--- src/rtl/arr_mp.sv ---
// Single-port DEPTH x DATA_W array shared by CH round-robin channels and a host port.
// After reset, a zero-clear sweep runs before any access is accepted.
module arr_mp #(
  parameter int DATA_W = 8,
  parameter int DEPTH  = 16,
  parameter int ADDR_W = $clog2(DEPTH),
  parameter int CH     = 2
) (
  input  logic                 clk,
  input  logic                 rst,
  input  logic                 controlArr,
  input  logic                 ctrl_we,
  input  logic [ADDR_W-1:0]    ctrl_addr,
  input  logic [DATA_W-1:0]    ctrl_wdata,
  output logic [DATA_W-1:0]    ctrl_rdata,
  output logic                 ctrl_rvalid,
  input  logic [CH-1:0]        ch_req,
  input  logic [CH-1:0]        ch_we,
  input  logic [CH*ADDR_W-1:0] ch_addr,
  input  logic [CH*DATA_W-1:0] ch_wdata,
  output logic [CH-1:0]        ch_gnt,
  output logic [DATA_W-1:0]    ch_rdata,
  output logic [CH-1:0]        ch_rvalid,
  output logic                 ready,
  output logic                 err
);

  localparam int RR_W = (CH > 1) ? $clog2(CH) : 1;
  localparam logic [ADDR_W-1:0] LAST    = ADDR_W'(DEPTH - 1);
  localparam logic [ADDR_W:0]   DEPTH_X = (ADDR_W + 1)'(DEPTH);

  typedef enum logic {CLEAR, RUN} state_t;

  state_t              r_state, w_state_nx;
  logic [ADDR_W-1:0]   r_cnt;
  logic [RR_W-1:0]     r_rr;
  logic                r_err;
  logic [CH-1:0]       r_ch_rvalid;
  logic                r_ctrl_rvalid;
  logic [DATA_W-1:0]   r_ch_rdata;
  logic [DATA_W-1:0]   r_ctrl_rdata;
  logic [DATA_W-1:0]   r_mem [DEPTH];

  logic                w_found;
  logic [RR_W-1:0]     w_gidx;
  logic [CH-1:0]       w_gnt;
  logic                w_acc;
  logic                w_we;
  logic [ADDR_W-1:0]   w_addr;
  logic [DATA_W-1:0]   w_wdata;
  logic                w_ctrl_rd;
  logic [CH-1:0]       w_ch_rd;
  logic                w_oor;
  logic [DATA_W-1:0]   w_rword;

  // Round-robin search starting at r_rr; host override and the sweep suppress it.
  always_comb begin
    w_found = 1'b0;
    w_gidx  = '0;
    w_gnt   = '0;
    if (r_state == RUN && !controlArr) begin
      for (int k = 0; k < CH; k++) begin
        if (!w_found && ch_req[(int'(r_rr) + k) % CH]) begin
          w_found = 1'b1;
          w_gidx  = RR_W'((int'(r_rr) + k) % CH);
        end
      end
    end
    if (w_found) w_gnt[w_gidx] = 1'b1;
  end

  // Single array port: pick the one access this cycle and the next FSM state.
  always_comb begin
    w_state_nx = r_state;
    w_acc      = 1'b0;
    w_we       = 1'b0;
    w_addr     = r_cnt;
    w_wdata    = '0;
    w_ctrl_rd  = 1'b0;
    w_ch_rd    = '0;
    case (r_state)
      CLEAR: begin
        w_acc = 1'b1;
        w_we  = 1'b1;
        if (r_cnt == LAST) w_state_nx = RUN;
      end
      RUN: begin
        if (controlArr) begin
          w_acc     = 1'b1;
          w_we      = ctrl_we;
          w_addr    = ctrl_addr;
          w_wdata   = ctrl_wdata;
          w_ctrl_rd = !ctrl_we;
        end else if (w_found) begin
          w_acc   = 1'b1;
          w_we    = ch_we[w_gidx];
          w_addr  = ch_addr[int'(w_gidx)*ADDR_W +: ADDR_W];
          w_wdata = ch_wdata[int'(w_gidx)*DATA_W +: DATA_W];
          w_ch_rd = ch_we[w_gidx] ? '0 : w_gnt;
        end
      end
      default: w_state_nx = CLEAR;
    endcase
  end

  assign w_oor   = ({1'b0, w_addr} >= DEPTH_X);
  assign w_rword = w_oor ? '0 : r_mem[w_addr];

  // Array has no reset of its own; the sweep zeroes it, and rst blocks stray writes.
  always_ff @(posedge clk) begin
    if (!rst && w_acc && w_we && !w_oor) r_mem[w_addr] <= w_wdata;
  end

  always_ff @(posedge clk) begin
    if (rst) begin
      r_state       <= CLEAR;
      r_cnt         <= '0;
      r_rr          <= '0;
      r_err         <= 1'b0;
      r_ch_rvalid   <= '0;
      r_ctrl_rvalid <= 1'b0;
      r_ch_rdata    <= '0;
      r_ctrl_rdata  <= '0;
    end else begin
      r_state <= w_state_nx;
      if (r_state == CLEAR) r_cnt <= (r_cnt == LAST) ? '0 : r_cnt + 1'b1;
      if (w_found) r_rr <= RR_W'((int'(w_gidx) + 1) % CH);
      if (w_acc && w_oor) r_err <= 1'b1;
      r_ch_rvalid   <= w_ch_rd;
      r_ctrl_rvalid <= w_ctrl_rd;
      if (|w_ch_rd) r_ch_rdata   <= w_rword;
      if (w_ctrl_rd) r_ctrl_rdata <= w_rword;
    end
  end

  assign ch_gnt      = w_gnt;
  assign ch_rdata    = r_ch_rdata;
  assign ch_rvalid   = r_ch_rvalid;
  assign ctrl_rdata  = r_ctrl_rdata;
  assign ctrl_rvalid = r_ctrl_rvalid;
  assign ready       = (r_state == RUN);
  assign err         = r_err;

endmodule

--- config.mk ---
export PLATFORM = sky130hd
export DESIGN_NAME = arr_mp
export DESIGN_NICKNAME = d
export VERILOG_FILES = /design/src/rtl/arr_mp.sv
export SDC_FILE = /design/constraint.sdc
export NUM_CORES = 1
export LEC_CHECK = 0
export ABC_AREA = 1
export BUFFER_PORTS_ARGS = -buffer_cell sky130_fd_sc_hd__buf_2
export CAP_MARGIN = 15
export CORE_AREA = 3 3 127 129
export CTS_BUF_LIST = sky130_fd_sc_hd__clkbuf_4 sky130_fd_sc_hd__clkbuf_8 sky130_fd_sc_hd__clkbuf_16
export CTS_CLUSTER_SIZE = 14
export DETAILED_ROUTE_END_ITERATION = 7
export DIE_AREA = 0 0 130 132
export GPL_TIMING_DRIVEN = 1
export PLACE_DENSITY = 0.61
export SYNTH_ARGS = -nofsm -noshare
export SYNTH_HDL_FRONTEND = slang
export SYNTH_SLANG_ARGS = --single-unit
--- constraint.sdc ---
create_clock -name clk -period 3.35 [get_ports clk]
set_clock_uncertainty 0.05 [all_clocks]
set_input_delay 0.1675 -clock clk [delete_from_list [all_inputs] [get_ports clk]]
set_output_delay 0.1675 -clock clk [all_outputs]
set_load 0.02 [all_outputs]
==> flow_metrics.py <==
metrics = {
    "sta": {
        "worstMarginPinSlew_ns": 0.868,
        "setup_viol": 0,
        "drv_slew": 0,
        "finalHoldViolCount": 0,
        "fin_ws_ns": 0.687,
        "fmax_mhz": 376,
        "maxSlewHeadroom": 0.419,
        "period_share": 0.795,
        "period_needed_ns": 2.66,
        "setup_tns_ns": 0,
        "rsz0062_at_grt": "no",
    },
    "cts": {
        "insertion_delay_ns": 0.42,
        "clk_path_buf_depth": 2,
        "cts_tree": "done",
        "tritoncts_num_sinks": 153,
        "cts_htree_levels": 4,
        "clk_pin_slew_ns": 0.06,
        "root_buffer": "clkbuf_16",
        "cts_buffers": 17,
    },
    "yosys": {
        "ys_seq_elements": 153,
        "yosys_most_used_dff": "edfxtp_1",
        "yosysSeqAreaShare": 0.640,
        "synth_area_um2": 6790,
        "syn_inst": 711,
        "yosys_warnings": 0,
        "async_reset_ff_frac": 0,
        "ys_types": 31,
        "avgSynthCellArea_um2": 9.55,
        "syn-num-nets": 756,
        "synth_edf_count": 128,
    },
    "worst_setup_path": {
        "crit_type": "reg -> reg",
        "worstPathRequired_ns": 3.35,
        "r2r-end": "r_mem[0][2]",
        "arrival_ns": 2.67,
        "crit_start": "ready",
        "worstPathMaxFanout": 11,
        "rr_startpoint": "ready",
        "endpoint_kind": "register",
        "worst-r2r-cell-count": 12,
        "startpoint_type": "register",
        "ff2ff_setup_slack_ns": 0.69,
    },
    "global_routing": {
        "grt_start_max_net_pins": 65,
        "overflow": 0,
        "antenna_found_initial": 0,
        "grt_pass1_wl_um": 27000,
        "first_global_vias": 5117,
        "grt_util_all_layers": 0.208,
    },
    "drt": {
        "drc": 0,
        "dr.first_iter.drc_count": 395,
        "wl_met2_um": 8020,
        "ant_nets": 0,
        "wl_met1_um": 7770,
        "dr.pass1.iters": 5,
        "wirelength_um": 17300,
        "maxUsedRoutingLayer": "met4",
        "wl_met3_um": 1210,
        "drt-vias-per-instance": 5.22,
        "wl_per_cell_um": 17.4,
        "via_count": 5201,
    },
    "finish": {
        "drive_gt1_frac": 0.179,
        "final_area_um2": 7960,
        "n_antenna_cell": 0,
        "finalNonFillerCells": 996,
        "syn2layout_area_growth_pct": 17.3,
        "nets": 840,
        "most-common-layout-cells": "nand2_1 (296), edfxtp_1 (128), nand3_1 (71)",
        "final_common_cell": "nand2_1",
    },
    "die": {
        "num_rows": 45,
        "num_io_pins": 67,
        "die_h_um": 132,
        "core_um2": 15100,
        "die_area_um2": 17200,
        "initial_utilization": 0.448,
        "die_w_um": 130,
    },
    "pwr": {
        "leakage_nw": 3.51,
        "ir_worst_vdd_v": 0.000357,
        "power.density_nw_per_um2": 514,
    },
    "worst_hold_path": {
        "hold_depth": 2,
        "holdPathEnd": "ch_rvalid[0]",
        "hold_path.class": "in -> reg",
        "hold_start": "rst",
    },
    "run": {
        "cap_violations": 0,
    },
    "place": {
        "dpl_cell_area_um2": 7410,
        "place.gp.congestion": 0.927,
        "portBuffers": 65,
        "post-place-cells": 962,
        "pre_cts_ws_ns": 0.677,
        "hpwl_um": 11400,
    },
    "status": {
        "status": "finished, final reports clean",
    },
}
## final cells by class
| cell class | instances | area [µm²] |
|---|---|---|
| clock inverters | 13 | 93.8 |
| clock buffers | 19 | 440 |
| multi-input cells | 493 | 2130 |
| well taps | 188 | 235 |
| fillers | 1344 | 7180 |
| inverters | 27 | 101 |
| repair buffers | 103 | 616 |
| flip-flops and latches | 153 | 4340 |
## per-layer routing
metal / vias up / track usage
met3: 16 / 0.0429
met1: 2424 / 0.284
met4: 0 / 0.0699
li1: 2557 / -
met5: - / 0
met2: 204 / 0.332
## through the flow
stage | power [mW] | util | hold WS (ns)
3_5_place_dp | 2.40 | 0.489 | 0.336
4_1_cts | 4.13 | 0.526 | 0.0162
5_1_grt | 4.25 | 0.526 | 0.0344
6_report | 4.09 | 0.526 | 0.0371
3_3_place_gp | 2.40 | 0.489 | 0.343
2_1_floorplan | 2.31 | - | 0.194
## state kept, by name, summed over array words and instances (netlist names)
signal,flops
ch_rdata,8
ch_rvalid,2
ctrl_rdata,8
ctrl_rvalid,1
r_cnt,4
r_mem,128
r_rr,1
ready,1
## synth_stat cells, types with 3 or more instances
cell | count | area (µm²)
nand2_1 | 296 | 1110
inv_1 | 23 | 86.3
nor3_1 | 4 | 20.0
a21oi_1 | 42 | 210
nor2_1 | 31 | 116
clkbuf_1 | 6 | 22.5
edfxtp_1 | 128 | 3840
o21ai_0 | 27 | 135
nand2_2 | 5 | 31.3
buf_6 | 4 | 45.0
nand3_1 | 71 | 355
buf_2 | 25 | 125
dfxtp_1 | 25 | 500
inv_2 | 3 | 11.3
## critical path, cell delays in order (launching register included)
cell,delay [ns]
dfxtp_1,0.31
inv_2,0.22
nor2_8,0.07
inv_2,0.08
nor2_4,0.05
buf_4,0.16
nand2_1,0.09
o21ai_0,0.12
nor2_1,0.10
a21oi_1,0.05
a21oi_1,0.29
nand3_1,0.16
nor2_1,0.53
## what timing repair did
| item | CTS | global route |
|---|---|---|
| buffers inserted | 0 | 0 |
| hold endpoints to repair | 2 | 0 |
| hold buffers | 2 | 0 |
| resized for setup | 0 | 0 |
| setup endpoints to repair | 0 | 0 |
## where the power goes
| group | internal, mW | switching, mW |
|---|---|---|
| Sequential | 2.06 | 0.00758 |
| Clock | 0.967 | 0.762 |
| Combinational | 0.0950 | 0.204 |
| Total | 3.12 | 0.973 |
## logic make-up (layout without fill, tap and decap cells)
logic type / Yosys count / in the layout / share of synthesized area
flops: 153 / 153 / 0.640
fa+ha+maj: 1 / 1 / 0.00184
compound gates: 78 / 78 / 0.0606
buf+inv: 65 / 162 / 0.0477
xor+xnor: 1 / 1 / 0.00129
simple gates: 412 / 412 / 0.248
other cells: 1 / 1 / 0.000552
## how the worst max path moves through the flow
stage / endpoint / slack [ns] / cells after the start
final: r_mem[0][2] / 0.69 / 12
after global routing: r_mem[2][0] / 0.39 / 12
after CTS: r_mem[0][1] / 0.65 / 12
after detailed placement: r_mem[0][5] / 0.68 / 12
after global placement: r_mem[0][4] / 0.75 / 12
after floorplan: r_mem[4][0] / 0.76 / 11
No activity file was read; power rests on OpenSTA's default activity.
